--- src/rtl/cordic_gain_comp.sv ---
// Gain compensation stage after the iterative CORDIC core: scales x/y by GAIN/2^N_FRAC
// with a shared bit-serial shift-add multiplier; z is passed through alongside.
module cordic_gain_comp #(
   parameter int unsigned     N_FRAC = 7,
   parameter logic [N_FRAC:0] GAIN   = 8'd78
) (
   input  logic            clk_i,
   input  logic            rst_i,
   input  logic [N_FRAC:0] x_i,
   input  logic [N_FRAC:0] y_i,
   input  logic [N_FRAC:0] z_i,
   input  logic            data_in_valid_strobe_i,
   output logic [N_FRAC:0] x_o,
   output logic [N_FRAC:0] y_o,
   output logic [N_FRAC:0] z_o,
   output logic            data_out_valid_strobe_o,
   output logic            busy_o
);

   localparam int unsigned W  = N_FRAC + 1;
   localparam int unsigned AW = 2 * W;
   localparam int unsigned CW = (W > 2) ? $clog2(W) : 1;

   localparam logic signed [AW-1:0] SAT_MAX = $signed({{(W + 1){1'b0}}, {N_FRAC{1'b1}}});
   localparam logic signed [AW-1:0] SAT_MIN = $signed({{(W + 1){1'b1}}, {N_FRAC{1'b0}}});

   typedef enum logic [1:0] {
      StIdle = 2'd0,
      StMul  = 2'd1
   } state_e;

   state_e                state_q, state_d;
   logic [CW-1:0]         cnt_q, cnt_d;
   logic [W-1:0]          x_q, x_d, y_q, y_d, z_q, z_d;
   logic signed [AW-1:0]  acc_x_q, acc_x_d, acc_y_q, acc_y_d;
   logic [W-1:0]          xo_q, xo_d, yo_q, yo_d, zo_q, zo_d;
   logic                  strobe_q, strobe_d;
   logic                  busy_q, busy_d;

   logic signed [AW-1:0]  term_x, term_y, sum_x, sum_y, shx, shy;

   function automatic logic [W-1:0] sat(input logic signed [AW-1:0] v);
      if (v > SAT_MAX) begin
         sat = SAT_MAX[W-1:0];
      end else if (v < SAT_MIN) begin
         sat = SAT_MIN[W-1:0];
      end else begin
         sat = v[W-1:0];
      end
   endfunction

   // Partial product for the current gain bit; both channels share the counter.
   always_comb begin
      term_x = '0;
      term_y = '0;
      if (GAIN[cnt_q]) begin
         term_x = $signed({{W{x_q[W-1]}}, x_q}) <<< cnt_q;
         term_y = $signed({{W{y_q[W-1]}}, y_q}) <<< cnt_q;
      end
      sum_x = acc_x_q + term_x;
      sum_y = acc_y_q + term_y;
      shx   = sum_x >>> N_FRAC;
      shy   = sum_y >>> N_FRAC;
   end

   always_comb begin
      state_d  = state_q;
      cnt_d    = cnt_q;
      x_d      = x_q;
      y_d      = y_q;
      z_d      = z_q;
      acc_x_d  = acc_x_q;
      acc_y_d  = acc_y_q;
      xo_d     = xo_q;
      yo_d     = yo_q;
      zo_d     = zo_q;
      strobe_d = 1'b0;
      unique case (state_q)
         StIdle: begin
            if (data_in_valid_strobe_i) begin
               x_d     = x_i;
               y_d     = y_i;
               z_d     = z_i;
               acc_x_d = '0;
               acc_y_d = '0;
               cnt_d   = '0;
               state_d = StMul;
            end
         end
         StMul: begin
            acc_x_d = sum_x;
            acc_y_d = sum_y;
            if (cnt_q == CW'(N_FRAC)) begin
               xo_d     = sat(shx);
               yo_d     = sat(shy);
               zo_d     = z_q;
               strobe_d = 1'b1;
               state_d  = StIdle;
            end else begin
               cnt_d = cnt_q + 1'b1;
            end
         end
         default: state_d = StIdle;
      endcase
      busy_d = (state_d == StMul);
   end

   always_ff @(posedge clk_i or posedge rst_i) begin
      if (rst_i) begin
         state_q  <= StIdle;
         cnt_q    <= '0;
         x_q      <= '0;
         y_q      <= '0;
         z_q      <= '0;
         acc_x_q  <= '0;
         acc_y_q  <= '0;
         xo_q     <= '0;
         yo_q     <= '0;
         zo_q     <= '0;
         strobe_q <= 1'b0;
         busy_q   <= 1'b0;
      end else begin
         state_q  <= state_d;
         cnt_q    <= cnt_d;
         x_q      <= x_d;
         y_q      <= y_d;
         z_q      <= z_d;
         acc_x_q  <= acc_x_d;
         acc_y_q  <= acc_y_d;
         xo_q     <= xo_d;
         yo_q     <= yo_d;
         zo_q     <= zo_d;
         strobe_q <= strobe_d;
         busy_q   <= busy_d;
      end
   end

   assign x_o                     = xo_q;
   assign y_o                     = yo_q;
   assign z_o                     = zo_q;
   assign data_out_valid_strobe_o = strobe_q;
   assign busy_o                  = busy_q;

endmodule

--- config.mk ---
export PLATFORM = sky130hd
export DESIGN_NAME = cordic_gain_comp
export DESIGN_NICKNAME = d
export VERILOG_FILES = /design/src/rtl/cordic_gain_comp.sv
export SDC_FILE = /design/constraint.sdc
export NUM_CORES = 1
export LEC_CHECK = 0
export CAP_MARGIN = 5
export CORE_MARGIN = 2
export CORE_UTILIZATION = 35
export CTS_CLUSTER_SIZE = 8
export DETAILED_ROUTE_END_ITERATION = 8
export SETUP_SLACK_MARGIN = 0.02
export SLEW_MARGIN = 20
export SYNTH_ARGS = -nofsm -noshare
export SYNTH_HDL_FRONTEND = slang
export SYNTH_SLANG_ARGS = --single-unit
--- constraint.sdc ---
create_clock -name clk_i -period 6.56 [get_ports clk_i]
set_input_delay 0.656 -clock clk_i [delete_from_list [all_inputs] [get_ports clk_i]]
set_output_delay 0.656 -clock clk_i [all_outputs]
set_load 0.005 [all_outputs]
==> impl_metrics.tcl, run 1 <==
set metrics [dict create \
    synthArstFlopShare_pct 100 \
    ys_dominant_reg_cell "dfrtp_1" \
    maxSlewHeadroom_pct 31.0 \
    vias 4492 \
    rsz0062_at_grt "no" \
    dpl_worst_slack_ns 2.58 \
    worst_setup_path_start_kind "flip-flop" \
    peakVddDrop_mv 0.206 \
    fin_crit_ns 4.10 \
    ys_seq_elements 87 \
    fin_crit_sh_pct 62.5 \
    worst_hold_path_type "flip-flop to flip-flop" \
    ios 53 \
    setup_viol 0 \
    grt_max_degree 64 \
    clk_latency_ns 0.35 \
    fin_hold_ws_ns 0.475 \
    hpwl_um 9360 \
    synthCells 559 \
    drt_wl_total_um 13200 \
    hold_viol 0 \
    r2r_end "y_o[0]" \
    die_w_um 130 \
    p_per_area_nw_per_um2 353 \
    drtIter0Drc 308 \
    worstPathArrival_ns 4.35 \
    critical_path_required_ns 6.81 \
    r2r_cells 12 \
    port_buffers 52 \
    nNetsFinal 658 \
    cts_resized 0 \
    reg2reg_setup_slack_ns 2.46 \
    final_cell_mix "87 x dfrtp_1, 53 x a21oi_1, 52 x clkdlybuf4s50_1" \
    setup_ws_ns 2.46 \
    clk_pin_slew_ns 0.07 \
    cts.sinks 87 \
    status "finished, final reports clean" \
    clockBufferDepth 2 \
    crit_fanout 28 \
    tns_ns 0 \
    synth_area_um2 5560 \
    clockRootBuffer "clkbuf_16" \
    drive_gt1_share_pct 12.1 \
    antenna_found_initial 0 \
    ys_seq_area_share_pct 39.1 \
    synth-edff-count 0 \
    hold_buffers 0 \
    fmax_ghz 0.244 \
    p_total_mw 2.32 \
    start_util_pct 35.4 \
    syn2layout_area_growth_pct 18.0 \
    routedWlPerCell_um 16.1 \
    grt.total_usage_pct 16.4 \
    hold_start "y_o[2]" \
    finClkSkew_ns 0.00806 \
    viasPerCell 5.49 \
    hold_depth 2 \
    grt_pass1_wl_um 21900 \
    worst-setup-path-type "flip-flop to flip-flop" \
    synth_cell_types 68 \
    ant_nets 0 \
    tightest_slew_ns 1.03 \
    maxCapViolCount 0 \
    fill_cells 1552 \
    r2r-start "cnt_q[1]" \
    gp_congestion 0.894 \
    ctsHtreeMaxLevel 3 \
    holdPathEnd "y_o[2]" \
    grt_pass1_vias 4459 \
    core_um2 15700 \
    diodes 0 \
    rows 46 \
    dieArea_um2 16900 \
    layout_commonest_cell "dfrtp_1" \
    drc 0 \
    post_cts_buffers 0 \
    yosys_warnings 0 \
    die_h_um 130 \
    avgSynthCellArea_um2 9.95 \
    numCtsBuffers 9 \
    worstSetupEndpointType "flip-flop" \
    leakagePower_nw 2.89 \
    firstDrtPassIters 5 \
    cts_tree "built" \
    overflow 0 \
    drv_slew 0 \
]
## flip-flops by register name, indices dropped and copies added (netlist names), 2 cells and up
signal / cells
cnt_q: 3
acc_x_q: 16
y_o: 8
x_q: 8
z_q: 8
state_q: 2
y_q: 8
z_o: 8
x_o: 8
acc_y_q: 16
## cell usage after synthesis (2+ instances only)
library cell / number / area (µm²)
a211o_1: 3 / 26.3
a211oi_1: 7 / 52.6
a211oi_2: 2 / 25.0
a21boi_0: 4 / 30.0
a21o_1: 14 / 105
a21oi_1: 53 / 265
a22o_1: 24 / 210
a22oi_1: 2 / 15.0
a311oi_1: 2 / 17.5
a31oi_1: 10 / 62.6
a32o_1: 4 / 40.0
a32oi_1: 3 / 26.3
and2_1: 2 / 12.5
and3_1: 2 / 12.5
and3b_1: 2 / 17.5
buf_1: 2 / 7.51
buf_2: 6 / 30.0
buf_4: 4 / 30.0
clkbuf_1: 18 / 67.6
dfrtp_1: 87 / 2180
fa_1: 2 / 40.0
ha_1: 32 / 400
inv_1: 11 / 41.3
mux2_2: 35 / 394
mux2i_1: 17 / 170
nand2_1: 41 / 154
nand2b_1: 7 / 43.8
nand3_1: 11 / 55.1
nand4_1: 2 / 12.5
nor2_1: 21 / 78.8
nor2b_1: 7 / 43.8
nor3_1: 5 / 25.0
o2111ai_1: 4 / 35.0
o211ai_2: 3 / 37.5
o21a_1: 3 / 22.5
o21ai_0: 34 / 170
o21ai_1: 9 / 45.0
o21bai_1: 4 / 30.0
o22ai_1: 6 / 37.5
o31ai_1: 6 / 45.0
o31ai_2: 2 / 25.0
or2_0: 2 / 12.5
or3_1: 2 / 12.5
xnor2_1: 11 / 96.3
xor2_1: 8 / 70.1
## cell type report
| class | instances | area, µm² | share of cell area [%] |
|---|---|---|---|
| Multi-Input combinational cell | 431 | 3220 | 49.0 |
| Sequential cell | 87 | 2180 | 33.2 |
| Timing Repair Buffer | 56 | 551 | 8.39 |
| Tap cell | 216 | 270 | 4.12 |
| Clock buffer | 9 | 225 | 3.43 |
| Clock inverter | 7 | 77.6 | 1.18 |
| Inverter | 12 | 46.3 | 0.705 |
## per-stage QoR
step / instance area, µm² / utilization (%) / std cells
after floorplan: 5570 / - / 561
after global placement: 6260 / 39.9 / 802
after detailed placement: 6260 / 39.9 / 802
after CTS: 6570 / 41.8 / 818
after global routing: 6570 / 41.8 / 818
final: 6570 / 41.8 / 818
## critical path, stage by stage (launching register included)
cell      delay (ns)
dfrtp_1         1.03
inv_1           0.37
nor2_1          0.26
a22oi_1         0.13
o21ai_0         0.26
ha_1            0.39
nand3_1         0.15
nor2_1          0.07
a211oi_2        0.30
a21o_1          0.25
a31o_1          0.40
a31oi_1         0.14
o31ai_1         0.24
## routing by layer
layer  up-vias  GRT usage (%)  wire [µm]
li1       2169              -          -
met1      2188           22.9       6620
met2       115           24.6       5700
met3        20           4.84        669
met4         0           5.38        213
met5         -              0          0
## worst max path at each step
stage               slack (ns)  cells past startpoint  startpoint  endpoint
floorplan                 3.49                     12    cnt_q[1]    y_o[6]
global placement          2.77                     12    cnt_q[1]    y_o[5]
detailed placement        2.58                     12    cnt_q[1]    y_o[6]
CTS                       2.55                     12    cnt_q[1]    y_o[0]
global route              2.08                     12    cnt_q[1]    y_o[0]
finish                    2.46                     12    cnt_q[1]    y_o[0]
## power by group
part           switching, mW  internal (mW)  leakage (nW)  total [mW]
Sequential             0.114          0.645          1.05       0.759
Combinational          0.585          0.441          1.68        1.03
Clock                  0.232          0.300         0.152       0.532
## cell families (layout without fill, tap and decap cells)
family          count (synthesis)  count (layout)  synth area share, %
simple gates                  111             111                 9.74
flops                          87              87                 39.1
compound gates                210             210                 26.0
mux                            53              53                 10.4
xor+xnor                       20              20                 3.28
fa+ha+maj                      34              34                 7.92
buf+inv                        43              84                 3.44
other cells                     1               3               0.0674
(Power assumes the default switching activity.)
==> inputs of run 2 (changes only) <==
==> constraint.sdc (replaced) <==
create_clock -name clk_i -period 3.9 [get_ports clk_i]
set_input_delay 0.39 -clock clk_i [delete_from_list [all_inputs] [get_ports clk_i]]
set_output_delay 0.39 -clock clk_i [all_outputs]
set_load 0.005 [all_outputs]
==> run 2 against run 1 <==
  * Utilization grew 0.22 points
  * Sequential power up 66%
  * First-iteration DRC count up 9.4%
  * Clock skew is essentially flat
  * Sequential share of layout area fell by 0.16 points
  * Fmax rose by 15%
  * Clock-buffer cell count unchanged
  * Non-clock buffer count up 5
  * Power increased by 68%
  * Critical endpoint is now y_o[3]
  * Largest power group unchanged
==> impl_metrics.tcl, run 2 (synthesized netlist as in run 1, its figures left out) <==
set metrics [dict create \
    worst_hold_path_type "input pin to asynchronous set/reset pin" \
    worstSetupEndpointType "flip-flop" \
    crit_chain "buf_4 > nand2_1 > a311oi_1 > ha_1 > a21o_1 > a21oi_1 > a211o_1 > a21o_1 > a31o_1 > a31oi_1 > o31ai_1" \
    hold_viol 0 \
    port_buffers 52 \
    hpwl_um 9300 \
    die_h_um 130 \
    routedWlPerCell_um 15.8 \
    cts.sinks 87 \
    syn2layout_area_growth_pct 18.6 \
    worstPathArrival_ns 3.81 \
    r2r-start "cnt_q[1]" \
    crit_fanout 16 \
    ctsHtreeMaxLevel 3 \
    r2r_end "y_o[3]" \
    antenna_found_initial 0 \
    cpPeakStageDelay_ns 0.66 \
    worst-setup-path-type "flip-flop to flip-flop" \
    crit_buf_inv 1 \
    drc 0 \
    viasPerCell 5.45 \
    cts_resized 0 \
    largest_registers "acc_x_q x16, acc_y_q x16" \
    status "finished, final reports clean" \
    die_w_um 130 \
    reg2reg_setup_slack_ns 0.34 \
    leakagePower_nw 2.90 \
    worst_setup_path_start_kind "flip-flop" \
    critical_path_required_ns 4.15 \
    clk_latency_ns 0.35 \
    clockBufferDepth 2 \
    placed_area_um2 6300 \
    fmax_ghz 0.281 \
    numCtsBuffers 9 \
    overflow 0 \
    drt_wl_total_um 13000 \
    maxSlewHeadroom_pct 31.7 \
    crit_top_cell "a21o_1" \
    grt_max_degree 38 \
    clockRootBuffer "clkbuf_16" \
    peakVddDrop_mv 0.337 \
    drv_slew 0 \
    grt_pass1_vias 4268 \
    fin_crit_ns 3.56 \
    gp_congestion 0.915 \
    core_um2 15700 \
    clk_pin_slew_ns 0.07 \
    design_area_um2 6600 \
    start_util_pct 35.4 \
    r2r_cells 11 \
    firstDrtPassIters 5 \
    hold_buffers 0 \
    cpMaxStageDelayCell "dfrtp_1" \
    drive_gt1_share_pct 13.0 \
    final_cell_mix "86 x dfrtp_1, 53 x a21oi_1, 52 x clkdlybuf4s50_1" \
    dieArea_um2 16900 \
    nNetsFinal 663 \
    cts_tree "built" \
    crit_start "cnt_q[1]" \
    vias 4484 \
    critPathTopFamily "compound AO/OA/AOI/OAI gates" \
    p_per_area_nw_per_um2 589 \
    layout_commonest_cell "dfrtp_1" \
    post_cts_buffers 0 \
    diodes 0 \
    fin_crit_sh_pct 91.3 \
    rows 46 \
    ant_nets 0 \
    drtIter0Drc 337 \
    maxCapViolCount 0 \
    grt.total_usage_pct 16.3 \
    rsz0062_at_grt "no" \
    ios 53 \
    finClkSkew_ns 0.00810 \
    fin_hold_ws_ns 0.348 \
    setup_viol 0 \
    tightest_slew_ns 1.02 \
    grt_pass1_wl_um 21800 \
    tns_ns 0 \
]
==> run 2: changes by cell type in the layout (fill, tap and decap cells not counted), sizes merged <==
| cell | delta |
|---|---|
| clkinvlp | +1 |
| buf | +5 |
| inv | -2 |
==> run 2: layout make-up <==
| type | count | area, µm² |
|---|---|---|
| timing repair buffer | 61 | 588 |
| inverter | 12 | 46.3 |
| clock buffer | 9 | 225 |
| fill | 1519 | 9110 |
| tap | 216 | 270 |
| sequential | 87 | 2180 |
| multi-input combinational | 431 | 3220 |
| clock inverter | 6 | 71.3 |
==> run 2: how the worst max path moves through the flow <==
| stage | end | slack, ns | depth (start not counted) |
|---|---|---|---|
| 3_5_place_dp | y_o[3] | 0.28 | 10 |
| 4_1_cts | y_o[5] | 0.27 | 10 |
| 2_1_floorplan | y_o[6] | 0.83 | 12 |
| 5_1_grt | y_o[3] | 0.14 | 10 |
| 6_report | y_o[3] | 0.34 | 11 |
| 3_3_place_gp | y_o[4] | 0.39 | 10 |
==> run 2: power breakdown <==
part | total, mW | switching [mW] | internal (mW)
registers | 1.26 | 0.175 | 1.09
clock network | 0.869 | 0.371 | 0.498
logic | 1.76 | 1.00 | 0.756
total | 3.89 | 1.55 | 2.34
==> run 2: metrics by stage <==
| stage | total power, mW | util (%) | cells | worst slack (ns) |
|---|---|---|---|---|
| floorplan | 2.61 | - | 561 | 0.832 |
| global placement | 2.96 | 40.1 | 807 | 0.389 |
| detailed placement | 3.01 | 40.1 | 807 | 0.283 |
| CTS | 3.90 | 42.0 | 822 | 0.274 |
| global route | 4.18 | 42.0 | 822 | 0.141 |
| finish | 3.89 | 42.0 | 822 | 0.341 |
==> run 2: routing by layer <==
layer	global-route usage [%]	routed length, µm	vias up
li1	-	-	2184
met1	23.6	6540	2154
met2	24.0	5590	134
met3	4.84	778	12
met4	3.67	111	0
met5	0	0	-
